**src/rtl/wasm_frame_ctrl.sv**
```systemverilog
// Call-frame controller: tracks the active frame, saves caller frames with return PCs,
// and drives the operand stack's call/return/allocation/tag/local-address inputs.
module wasm_frame_ctrl #(
    parameter int FRAME_DEPTH = 16,
    parameter int PC_W        = 16,
    parameter int PTR_W       = 9
) (
    input  logic                           clk,
    input  logic                           rst_n,
    input  logic                           call_vld,
    input  logic [7:0]                     call_param_num,
    input  logic [7:0]                     call_local_num,
    input  logic [PC_W-1:0]                call_ret_pc,
    input  logic                           ret_vld,
    input  logic [PTR_W-1:0]               top_pointer,
    input  logic [7:0]                     local_idx,
    output logic                           call_go,
    output logic                           ret_go,
    output logic [7:0]                     alloc_size,
    output logic [PTR_W-1:0]               frame_base,
    output logic [PTR_W-1:0]               l_addr,
    output logic                           local_oob,
    output logic [PC_W-1:0]                ret_pc,
    output logic                           ret_pc_vld,
    output logic [$clog2(FRAME_DEPTH):0]   depth,
    output logic                           done,
    output logic                           trap,
    output logic [1:0]                     trap_code
);
    localparam int AW = $clog2(FRAME_DEPTH);
    localparam int DW = AW + 1;
    localparam int CW = (PTR_W > 8) ? PTR_W : 8;
    localparam int SW = CW + 1;
    localparam int EW = PC_W + PTR_W + 9;

    typedef enum logic [1:0] {RUN, TRAP, DONE} state_t;

    state_t          state;
    logic [8:0]      frame_size;
    logic [EW-1:0]   frame_mem [FRAME_DEPTH];

    logic [CW-1:0]   top_ext;
    logic [CW-1:0]   param_ext;
    logic [CW-1:0]   new_base_ext;
    logic [SW-1:0]   l_sum;
    logic [DW-1:0]   depth_m1;
    logic [AW-1:0]   wr_idx;
    logic [AW-1:0]   rd_idx;
    logic            in_run;
    logic            param_uf;
    logic            frames_full;
    logic            depth_zero;
    logic [8:0]      new_size;
    logic [PC_W-1:0] ent_pc;
    logic [PTR_W-1:0] ent_base;
    logic [8:0]      ent_size;

    assign in_run       = (state == RUN);
    assign top_ext      = CW'(top_pointer);
    assign param_ext    = CW'(call_param_num);
    assign param_uf     = param_ext > top_ext;
    assign new_base_ext = top_ext - param_ext;
    assign frames_full  = (depth == DW'(FRAME_DEPTH));
    assign depth_zero   = (depth == '0);
    assign new_size     = {1'b0, call_param_num} + {1'b0, call_local_num};

    assign depth_m1 = depth - 1'b1;
    assign wr_idx   = depth[AW-1:0];
    assign rd_idx   = depth_m1[AW-1:0];
    assign {ent_pc, ent_base, ent_size} = frame_mem[rd_idx];

    // Simultaneous call+ret is a trap, so neither strobe may fire in that cycle.
    assign call_go = in_run && call_vld && !ret_vld && !param_uf && !frames_full;
    assign ret_go  = in_run && ret_vld && !call_vld && !depth_zero;

    assign alloc_size = call_local_num;
    assign l_sum      = SW'(frame_base) + SW'(local_idx);
    assign l_addr     = l_sum[PTR_W-1:0];
    assign local_oob  = ({1'b0, local_idx} >= frame_size);

    // Saved-frame storage carries no reset; only entries below depth are ever read.
    always_ff @(posedge clk) begin
        if (call_go)
            frame_mem[wr_idx] <= {call_ret_pc, frame_base, frame_size};
    end

    always_ff @(posedge clk or negedge rst_n) begin
        if (!rst_n) begin
            state      <= RUN;
            frame_base <= '0;
            frame_size <= '0;
            depth      <= '0;
            ret_pc     <= '0;
            ret_pc_vld <= 1'b0;
            done       <= 1'b0;
            trap       <= 1'b0;
            trap_code  <= 2'b00;
        end else begin
            ret_pc_vld <= ret_go;
            case (state)
                RUN: begin
                    if (call_vld && ret_vld) begin
                        state     <= TRAP;
                        trap      <= 1'b1;
                        trap_code <= 2'b11;
                    end else if (call_vld) begin
                        if (param_uf) begin
                            state     <= TRAP;
                            trap      <= 1'b1;
                            trap_code <= 2'b10;
                        end else if (frames_full) begin
                            state     <= TRAP;
                            trap      <= 1'b1;
                            trap_code <= 2'b01;
                        end else begin
                            frame_base <= new_base_ext[PTR_W-1:0];
                            frame_size <= new_size;
                            depth      <= depth + 1'b1;
                        end
                    end else if (ret_vld) begin
                        if (depth_zero) begin
                            state <= DONE;
                            done  <= 1'b1;
                        end else begin
                            frame_base <= ent_base;
                            frame_size <= ent_size;
                            ret_pc     <= ent_pc;
                            depth      <= depth_m1;
                        end
                    end
                end
                TRAP:    state <= TRAP;
                DONE:    state <= DONE;
                default: state <= TRAP;
            endcase
        end
    end
endmodule

```
**config.mk**
```make
export PLATFORM = sky130hd
export DESIGN_NAME = wasm_frame_ctrl
export DESIGN_NICKNAME = d
export VERILOG_FILES = /design/src/rtl/wasm_frame_ctrl.sv
export SDC_FILE = /design/constraint.sdc
export NUM_CORES = 1
export LEC_CHECK = 0
export BUFFER_PORTS_ARGS = -buffer_cell sky130_fd_sc_hd__buf_4
export CAP_MARGIN = 10
export CORE_AREA = 2 2 302 185
export DETAILED_ROUTE_END_ITERATION = 16
export DIE_AREA = 0 0 304 187
export MAX_ROUTING_LAYER = met4
export PLACE_DENSITY = 0.6
export SLEW_MARGIN = 30
export SYNTH_ARGS = -nofsm -noshare
export SYNTH_HDL_FRONTEND = slang
export SYNTH_SLANG_ARGS = --single-unit
```
**constraint.sdc**
```tcl
create_clock -name clk -period 16.55 [get_ports clk]
set_clock_uncertainty 0.05 [all_clocks]
set_input_delay 2.4825 -clock clk [delete_from_list [all_inputs] [get_ports clk]]
set_output_delay 2.4825 -clock clk [all_outputs]
set_load 0.1 [all_outputs]
```
==> results by stage, run 1 <==
Finish:
- The finished cells cover 0.0274 sq mm.
- The area added between synthesis and finish is 13.7%.
- The fraction of layout instances using a drive strength above 1 is 0.256.
- The number of antenna diodes in the final layout is 0.
- After the last flow step, the layout net total stands at 1538.

Detailed routing:
- In the routed layout, each cell is associated on average with a via count of 5.60.
- The remaining number of nets flagged by the antenna check after routing is 0.
- The routed design has 55800 um of wire.
- For this run, the detailed router's first-pass iteration total came to 5.
- Dividing the detail-routed wire length by the instance count gives 25.2 um.
- For this run, design rule violations remaining after detail routing come to 0.
- The detailed router finished its first iteration with 1150 violations.
- The final route contains 12400 vias.

Floorplanning:
- The initialized floorplan defines 67 standard-cell rows.
- The number of I/O pins is 108.
- The initial standard-cell utilization of the core is 0.442.
- The floorplan step set the die height to 187 um.
- The width of the chip is 304 um.
- The die covers 0.0568 sq mm.
- The floorplan core area is 0.0546 sq mm.

Synth:
- Yosys attributes the largest share of cell area to edfxtp_1, mux4_2, dfrtp_1.
- The number of register bits inferred by synthesis is 590.
- The fraction of the mapped netlist area in compound gates is 0.0384.
- After synthesis, the largest family of logic cells by area is multiplexers.
- Of the total synthesized cell area, the portion taken by XOR and XNOR cells is 0.0102.
- For this run, the leading register cell type out of synthesis is edfxtp_1.
- The number of different library cells used by synthesis comes to 56.
- The netlist area before placement is 0.0241 sq mm.
- After synthesis, the share of flip-flops with an asynchronous set or reset is 0.0780.
- The synthesized design spends more area on one cell type than any other, namely edfxtp_1.
- Among all cell types in the netlist, the one instantiated most often is edfxtp_1.
- Of the total synthesized cell area, the portion taken by full adders, half adders and majority gates is 0.0217.
- The multiplexer share of the synthesized area is 0.130.
- In this run, synthesis inferred 544 flip-flops with an integrated enable.
- Ranked by instance count, the synthesized netlist is headed by edfxtp_1, nand2_1, mux4_2.
- For this run, the register share of the synthesized area comes to 0.725.
- The number of cells produced by synthesis is 1325.
- The number of synthesis warnings is 0.
- Of the total synthesized cell area, the portion taken by AND, OR, NAND and NOR gates is 0.0494.
- The mean post-synth cell area is 18.2 sq um.
- The net count of the mapped netlist is 1418.
- The share of synthesized area in the top cell type comes to 0.678.

Timing:
- The worst hold-check slack is 0.421 ns.
- The total count of max-transition violations in the final report is 0.
- Setup violations remaining at the end of the flow were counted as 0.
- Measured against its own limit, the worst slew margin works out to 0.360.
- Based on the critical path, the design can be clocked at up to 140 MHz.
- The number of hold violations in the final report is 0.
- Adding up every negative setup slack in the final design gives 0 ns.
- Setup repair after global routing left no endpoint under its margin.
- The slew at the pin closest to its max-slew limit is 0.960 ns.
- The final critical-path required period is 7.16 ns.
- In the finished design, the share of the clock period the worst path needs comes to 0.433.

Clock network:
- The tree is rooted in a clkbuf_16.
- The number of clock buffers added by TritonCTS is 54.
- The number of instances resized during post-cts repair is 0.
- After clock tree synthesis, the clock-pin slew on the worst setup and hold paths is 0.06 ns.
- The H-tree was split into 2 levels.
- The count of hold buffers inserted by post-cts repair is 0.
- The total number of clock tree sinks is 590.
- TritonCTS built the clock tree.
- The clock reaches the later pin of the worst-skew pair after 0.58 ns.
- The maximum root-to-sink buffer count is 3.
- The number of setup buffers added after CTS is 0.

Setup path:
- The worst register-to-register path has a depth of 10.
- The setup path with the least slack is of type in2out.
- The startpoint of the worst register-to-register path is depth[0].
- The required time at the endpoint of the critical path is 14.02 ns.
- For the worst setup path, the data arrival time is 4.63 ns.
- STA classifies the critical path endpoint as an output pin.
- Along the worst path, the maximum fanout reaches 9.
- The worst setup path is launched from an input port.
- The worst reg2reg path endpoint is frame_size[3].
- For flop-to-flop paths, the worst setup slack is 11.89 ns.

Global routing:
- The total overflow left after global routing is 0.
- The overall fraction of global-route tracks in use is 0.202.
- The first global-routing pass estimated 82800 um of wire.
- The via count of the first global-routing pass is 12600.
- The global-route met1 utilization is 0.292.
- After global routing, the most crowded layer is met2.
- Entering global routing, the biggest net connects 61 pins.
- For met2 alone, demand over resource in global routing was 0.311.
- For met3 alone, demand over resource in global routing was 0.0292.
- The initial antenna violation count came to 0.

Placed design:
- The number of buffers inserted by port buffering is 107.
- Summed over all nets, the half-perimeter wirelength after detailed placement is 28800 um.
- At the end of routability-driven placement, the weighted congestion stood at 0.770.
- After detailed placement, the total cell area comes to 0.0257 sq mm.

Worst hold path:
- The worst min-delay path category is reg2reg.
- The hold path startpoint is trap.
- Along the worst hold path, the cell count comes to 1.
- For hold timing, the worst endpoint is trap.

Run status:
- The flow ran to the end, and the final reports show no timing, DRC or antenna violations.

Flow run:
- The number of maximum-capacitance constraint violations is 0.

Power:
- Dividing total power by cell area gives a power density of 189 mW/mm^2.
- The analysis attributes to cell leakage a power of 9.37 nW.
- The maximum vdd ir drop is 0.116 mV.
## through the flow
| step | std cells | power (mW) | util | worst slack (ns) |
|---|---|---|---|---|
| 2_1_floorplan | 1325 | 3.49 | - | 7.56 |
| 3_3_place_gp | 2113 | 4.00 | 0.471 | 9.45 |
| 3_5_place_dp | 2113 | 4.01 | 0.471 | 9.41 |
| 4_1_cts | 2211 | 5.23 | 0.502 | 9.39 |
| 5_1_grt | 2211 | 5.43 | 0.502 | 9.24 |
| 6_report | 2211 | 5.17 | 0.502 | 9.39 |
## flip-flops by register name, summed over array words and instances (netlist names)
register    cells
trap            1
frame_mem     544
depth           5
trap_code       2
done            1
ret_pc_vld      1
ret_pc         16
state           2
frame_size      9
frame_base      9
## placed cells by master (no fill, tap or decap), drive strengths merged, types with 3 or more instances in the layout
cell,instances
nand2,176
a21o,8
o21ai,34
xor2,10
buf,136
and2,4
mux4,135
mux2i,7
a211oi,12
ha,37
nand4,5
or3,5
clkinv,24
dfrtp,46
edfxtp,544
nor3b,3
xnor2,15
nor2b,5
o211ai,3
nor3,10
or2,4
nand3b,3
nor4b,3
nor2,24
nand2b,4
a32oi,5
bufinv,4
o21a,3
and3,13
a31oi,4
fa,3
nand3,7
inv,39
a21oi,59
a311oi,11
clkbuf,67
## metal layers
metal	vias to the layer above	part of all wire
li1	5459	-
met1	6538	0.46
met2	330	0.47
met3	62	0.055
met4	0	0.013
met5	-	0
## report_power, final
group	total, mW	internal (mW)	switching [mW]
Clock	1.21	0.679	0.534
Sequential	1.93	1.78	0.148
Combinational	2.03	0.721	1.31
Total	5.17	3.18	1.99
## worst max-delay path by stage
| stage | start | end | slack (ns) | cells after the start |
|---|---|---|---|---|
| 2_1_floorplan | call_param_num[4] | frame_mem[2][0] | 7.56 | 7 |
| 3_3_place_gp | local_idx[0] | l_addr[8] | 9.45 | 11 |
| 3_5_place_dp | local_idx[0] | l_addr[8] | 9.41 | 11 |
| 4_1_cts | local_idx[0] | l_addr[8] | 9.39 | 11 |
| 5_1_grt | local_idx[0] | l_addr[8] | 9.24 | 11 |
| 6_report | call_param_num[5] | call_go | 9.39 | 8 |
## worst max-delay path: stages
cell      delay, ns
buf_4          0.09
inv_1          0.04
ha_1           0.39
nand4_1        0.14
a21oi_1        0.30
o21ai_1        0.23
a211oi_2       0.56
buf_4          0.39
## area by class of cell
type	count	area (sq um)
Fill cell	4446	27200
Sequential cell	590	17500
Multi-Input combinational cell	626	6150
Clock buffer	67	1440
Timing Repair Buffer	136	1020
Tap cell	724	906
Clock inverter	31	258
Inverter	37	139
## logic make-up (layout without fill, tap and decap cells)
family                     after synthesis  count (layout)
AOI/OAI and AO/OA                      150             150
xor gates and xnor gates                25              25
adders and majority gates               40              40
buffers and inverters                  109             271
DFF                                    590             590
muxes                                  144             144
and+or+nand+nor                        267             267
(Power assumes the default switching activity.)
==> inputs of run 2 (changes only) <==
--- a/config.mk
+++ b/config.mk
@@ -11,7 +11,7 @@
 export DETAILED_ROUTE_END_ITERATION = 16
 export DIE_AREA = 0 0 304 187
 export MAX_ROUTING_LAYER = met4
-export PLACE_DENSITY = 0.6
+export PLACE_DENSITY = 0.62
 export SLEW_MARGIN = 30
 export SYNTH_ARGS = -nofsm -noshare
 export SYNTH_HDL_FRONTEND = slang
==> constraint.sdc (replaced) <==
create_clock -name clk -period 6.4 [get_ports clk]
set_clock_uncertainty 0.05 [all_clocks]
set_input_delay 0.96 -clock clk [delete_from_list [all_inputs] [get_ports clk]]
set_output_delay 0.96 -clock clk [all_outputs]
set_load 0.1 [all_outputs]
==> run 2 against run 1 <==
Effect of this change:
- setup slack lost 7.3 ns
- global-route usage down 0.42 points
- register-to-register slack worse by 9.2 ns
- sequential cell count is the same
- non-clock buffer count up 6
- critical path type is now reg2out
- largest power group unchanged
- combinational power rose to 2.7 times the previous value
==> results by stage, run 2 (synthesis gave the netlist of run 1 again) <==
Run status:
- The run finished with clean final reports.

Setup path:
- The startpoint of the worst register-to-register path is depth[0].
- The launch point of the worst path is frame_base[2].
- The arrival time of data at the critical path endpoint is 3.28 ns.
- Measured in cells, the most critical reg-to-reg path has a length of 8.
- Across all register-to-register paths, the minimum setup slack is 2.67 ns.
- The worst setup path endpoint is l_addr[6].
- The type of the worst setup path is reg2out.
- The highest net fanout along the worst path is 19.
- The required time at the endpoint of the critical path is 5.39 ns.
- The worst setup path is launched from a flop.
- The worst setup path is captured at an output pin.
- The worst register-to-register path ends at frame_base[2].

Timing:
- The worst hold-check slack is 0.364 ns.
- The number of hold violations in the final report is 0.
- The post-route clock period utilization is 0.670.
- The worst slew margin relative to its limit is 0.422.
- For the pin with the worst max-slew slack, the measured transition is 0.867 ns.
- Setup repair after global routing left no endpoint under its margin.
- The routed design could run at a clock period as short as 4.29 ns.
- The total count of max-transition violations in the final report is 0.
- Setup violations remaining at the end of the flow were counted as 0.
- The highest clock frequency the design can meet is 233 MHz.

Finish:
- Leaving out fill and tap cells, the most frequent cells in the layout are edfxtp_1, nand2_1, mux4_2, buf_4, a21oi_1.
- The repair_antennas step left the layout with diodes totalling 0.
- Leaving out fill and tap cells, the most frequent cell in the layout is edfxtp_1.
- Counting the fill cells in the layout gives 4402.
- After the last flow step, the layout net total stands at 1543.
- Of the cells placed in the final design, the portion with a size suffix greater than 1 is 0.254.
- Compared with the post-synthesis result, the final layout area differs by 14.2%.
- In the final layout, the registers with the most flip-flops are frame_mem x544, ret_pc x16.
- For this run, the number of standard cells in the final layout without fillers is 2214.
- The flip-flop and latch area is 0.0175 sq mm.
- The register with the most flip-flops in the layout has 544 of them.
- The top register by number of flip-flops is frame_mem.
- Measured on the finished design, the core utilization comes to 0.504.
- In the final layout, the multi-input gates occupy 0.00617 sq mm.

Placed design:
- Input and output buffers added on the ports amount to 107.
- The wire-length estimate of the detail-placed layout is 31700 um.
- The total instance count after detailed placement is 2119.
- The placer congestion estimate is 0.812.

Floorplanning:
- In this run the count of I/O pins placed on the die edge is 108.
- The die is 304 um wide.
- The floorplan die area is 0.0568 sq mm.
- The floorplan step defined a core boundary enclosing 0.0546 sq mm.
- Measured along the y axis, the die boundary spans 187 um.
- In this run the core area contains 67 standard-cell rows.
- The initial standard-cell utilization of the core is 0.442.

Clock network:
- The number of instances resized during post-cts repair is 0.
- Clock tree synthesis inserted a total of 53 buffers.
- The count of hold buffers inserted by post-cts repair is 0.
- The maximum root-to-sink buffer count is 3.
- In this run the post-CTS setup repair buffer count came out at 0.
- The TritonCTS clock tree is built.
- The tree is rooted in a clkbuf_16.
- The clock-pin transition on the worst setup and hold timing paths is 0.07 ns.
- The clock drives 590 sinks.
- Clock latency on the worst-skew pair, taken at its later pin, is 0.58 ns.
- The H-tree generated during clock tree synthesis spans 2 levels.

Global routing:
- For this run, the total global-route usage over all layers was measured as 0.198.
- The first-pass GRT wire length is 81800 um.
- Global routing finished with a remaining overflow of 0.
- The via count of the first global-routing pass is 12500.
- The initial antenna violation count is 0.
- Entering global routing, the biggest net connects 56 pins.

Power:
- The design draws 13.4 mW.
- In this run the static leakage power is 9.40 nW.
- IR analysis of the VDD net gives a maximum drop of 0.436 mV.
- The total power divided by cell area is 487 mW/mm^2.

Detailed routing:
- Dividing the detail-routed via count by the number of cells gives 5.58.
- The remaining number of nets flagged by the antenna check after routing is 0.
- Wires add up to 53800 um.
- For this block, the initial DRC count from the detailed router was 1109.
- The final routed wire length divided by cell count is 24.3 um.
- The first-pass detailed-route iteration total is 5.
- In the routed design, unresolved DRC markers number 0.
- The routed layout has 12400 vias.

Flow run:
- Max-cap violations in this run came to 0.

Worst hold path:
- The worst min-delay path category is in2async.
-- run 2: power breakdown --
part	internal [mW]	leakage [nW]	switching (mW)
sequential	4.61	5.45	0.309
clock	1.66	0.788	1.36
combinational	1.91	3.16	3.56
-- run 2: routing by layer --
| metal | GRT usage | vias up | part of all wire |
|---|---|---|---|
| met5 | - | - | 0 |
| li1 | - | 5457 | - |
| met1 | 0.296 | 6469 | 0.47 |
| met3 | 0.0314 | 64 | 0.063 |
| met2 | 0.292 | 364 | 0.46 |
| met4 | 0.0327 | 0 | 0.013 |
-- run 2: cell type report --
class	instances	area share
Tap cell	724	0.0329
Inverter	37	0.00505
Multi-Input combinational cell	626	0.224
Sequential cell	590	0.636
Timing Repair Buffer	142	0.0436
Clock buffer	71	0.0522
Clock inverter	24	0.00641
-- run 2: worst min path at each step --
stage	endpoint	slack [ns]	cells past startpoint
floorplan	state[1]	0.42	1
global placement	trap	0.40	1
detailed placement	trap	0.41	1
CTS	frame_size[0]	0.38	1
global route	frame_size[2]	0.40	1
finish	frame_size[0]	0.36	1
-- run 2: stage by stage --
step	setup slack (ns)	TNS (ns)	cell area, sq um
finish	2.11	0	27500
global route	1.88	0	27500
CTS	2.10	0	27500
detailed placement	2.12	0	25900
global placement	2.01	0	25700
floorplan	-0.137	-13.92	24100
-- run 2: critical path, cell delays in order (launching register included) --
cell and delay, ns:
dfrtp_1 0.86, ha_1 0.40, nor2b_1 0.14, o21ai_0 0.20, a21boi_0 0.20, o21ai_0 0.26, nor2b_1 0.20, xnor2_1 0.13
buf_4 0.31
==> inputs of run 3 (changes only) <==
==> constraint.sdc (replaced) <==
create_clock -name clk -period 3.6 [get_ports clk]
set_clock_uncertainty 0.05 [all_clocks]
set_input_delay 0.54 -clock clk [delete_from_list [all_inputs] [get_ports clk]]
set_output_delay 0.54 -clock clk [all_outputs]
set_load 0.1 [all_outputs]
==> run 3 against run 2 <==
Effect of this change:
- die area did not move
- worst hold slack worse by 0.15 ns
- routed wire length increased by 2.3%
- global-route usage grew 0.27 points
- setup slack lost 2.0 ns
- highest routed layer unchanged
- total power increased by 83%
- cell count up 1.1%
- utilization is 1.0 points higher
- sequential share of layout area is 1.2 points lower
- register-to-register slack worse by 2.1 ns
- clock power increased by 85%
- clock-buffer cell count down 6
==> results by stage, run 3 (synthesis gave the netlist of run 1 again) <==
Clock network:
- Clock-pin slew was measured on the worst setup and hold paths at 0.06 ns.
- Counting along the longest clock path gives a buffer depth of 3.
- The tree built by TritonCTS fans out to 590 sinks.
- TritonCTS built the clock tree.
- At the later pin of the worst-skew pair, clock insertion delay measures 0.58 ns.
- The deepest level of the CTS H-tree is 2.
- The root cell of the clock tree is clkbuf_16.
- In this run the post-CTS setup repair buffer count came out at 0.
- The number of clock buffers inserted by TritonCTS is 53.

Finish:
- The register with the most flip-flops in the layout has 544 of them.
- The final antenna diode count is 0.
- The final core utilization is 0.514.
- Ranked by flip-flop count, first place goes to frame_mem.
- The fraction of layout instances using a drive strength above 1 is 0.282.
- The area added between synthesis and finish is 16.4%.
- In the final layout, the registers with the most flip-flops are frame_mem x544, ret_pc x16.
- The number of nets in the layout is 1570.
- The leading cell type in the layout, fill and taps excluded is edfxtp_1.
- The top cell types in the final layout, fill and taps aside, are edfxtp_1, nand2_1, buf_4, mux4_2, a21oi_1.

Global routing:
- The first-pass GRT wire length is 83000 um.
- Entering global routing, the biggest net connects 77 pins.
- The initial antenna violation count was 0.
- The via count of the first global-routing pass is 12800.
- Across every metal layer, demand over resource in global routing totals 0.200.
- The total overflow reported by the global router is 0.

Setup path:
- The critical path is of the reg2out type.
- STA classifies the critical path endpoint as an output pin.
- Broken down by cell family, the worst path's largest delay share belongs to compound AO/OA/AOI/OAI gates.
- The worst setup path is launched from a flop.
- The arrival time of data at the critical path endpoint is 2.85 ns.
- The highest net fanout along the worst path is 2.
- The worst path buffer plus inverter count is 2.
- The critical-path cell with the highest stage delay is dfrtp_2.
- For this run, the slowest stage of the critical path takes 0.40 ns.
- The critical path goes through ha_1, inv_1, fa_1, nor2b_1, o21ai_0, a21boi_2, o21ai_1, nor2b_2, xnor2_4, buf_4.
- The required time at the endpoint of the critical path is 3.01 ns.

Floorplanning:
- The region available for standard cell placement spans 0.0546 sq mm.
- Measured along the x axis, the die boundary spans 304 um.
- The number of rows in the core area is 67.
- Measured along the y axis, the die boundary spans 187 um.
- For this configuration, the core starts out at a cell density of 0.442.
- During I/O placement, the number of pins put on the boundary was 108.
- The floorplan die area is 0.0568 sq mm.

Timing:
- The slew at the pin closest to its max-slew limit is 0.929 ns.
- The highest clock frequency the design can meet is 291 MHz.
- The number of setup violations in the final report is 0.
- The total count of max-transition violations in the final report is 0.
- Setup repair after global routing left no endpoint under its margin.
- Headroom to the max-slew limit came out at 0.378.
- The post-route clock period utilization is 0.955.
- The final critical-path required period is 3.44 ns.
- The number of hold violations in the final report is 0.
- The setup TNS after final layout is 0 ns.
- The worst-case setup margin in the final layout is 0.161 ns.

Detailed routing:
- The first-pass detailed-route iteration total is 5.
- The aggregate routed wire length is 55100 um.
- After detailed routing, the average wire length per cell comes to 24.6 um.
- The wire length the detailed router placed on met1 is 25700 um.
- The number of vias in the routed layout is 12600.
- The count of unresolved DRC violations after routing is 0.
- After detailed routing, the met2 layer carries 25500 um of wire.
- In this run the remaining antenna-violating nets after routing total 0.
- In this run, the number of DRC markers left after iteration 0 of detailed routing was 1185.
- Dividing the detail-routed via count by the number of cells gives 5.62.
- The highest layer touched by signal routing is met4.
- Wire segments on met3 add up to 3430 um in the final route.

Flow run:
- The number of maximum-capacitance constraint violations is 0.

Power:
- The total power divided by cell area is 876 mW/mm^2.
- The analysis attributes to cell leakage a power of 9.64 nW.
- The maximum vdd ir drop is 0.596 mV.

Worst hold path:
- The worst hold path belongs to the class in2reg.

Placed design:
- The detailed placement HPWL is 32400 um.
- The number of buffers inserted by port buffering is 107.
- Prior to clock tree synthesis, the placed netlist has a worst setup slack of 0.178 ns.
- At the end of routability-driven placement, the weighted congestion stood at 0.789.

Run status:
- The flow ran to the end, and the final reports show no timing, DRC or antenna violations.
-- run 3: cell count changes in the layout (fill, tap and decap cells not counted), moves of 5 or more --
cell     before  now
buf_16        5    0
xnor2_1      13    8
xnor2_2       1    6
buf_12        2   24
buf_4       133  143
-- run 3: per-layer routing --
metal,vias up,track usage
met5,-,-
li1,5509,-
met3,44,0.0269
met1,6648,0.303
met4,0,0.0270
met2,392,0.300
-- run 3: stage by stage --
stage	instances	power [mW]	instance area [sq um]	hold WS, ns
2_1_floorplan	1325	16.3	24400	0.194
3_3_place_gp	2145	19.2	26400	0.401
3_5_place_dp	2145	19.2	26400	0.396
4_1_cts	2239	24.9	28100	0.185
5_1_grt	2239	25.8	28100	0.209
6_report	2239	24.6	28100	0.217
-- run 3: final cells by class --
type	count	area [sq um]
clock buffer	65	1370
clock inverter	28	307
fill	4383	26500
inverter	37	146
multi-input combinational	626	6270
sequential	590	17500
tap	724	906
timing repair buffer	169	1580
-- run 3: timing repair --
action | CTS | global route
endpoints found under the hold margin | 39 | 0
setup endpoints to repair | 2 | 2
pin swaps | 0 | 1
hold buffers | 1 | 0
resized for setup | 3 | 3
gates cloned | 0 | 0
-- run 3: final timing paths --
check | start | endpoint | slack (ns) | depth (start not counted)
min | call_ret_pc[6] | frame_mem[1][24] | 0.22 | 1
min reg2reg | done | done | 0.42 | 1
min in group asynchronous | rst_n | frame_base[0] | 0.48 | 2
max | frame_base[0] | l_addr[6] | 0.16 | 10
max in group asynchronous | rst_n | depth[0] | 2.45 | 2
max reg2reg | depth[1] | frame_base[5] | 0.54 | 9
-- run 3: power by group --
part           total, mW  switching [mW]  leakage [nW]  internal, mW
registers           8.61           0.413          5.45          8.19
clock network       5.58            2.44         0.819          3.14
logic               10.4            6.68          3.38          3.71
total               24.6            9.53          9.64          15.0
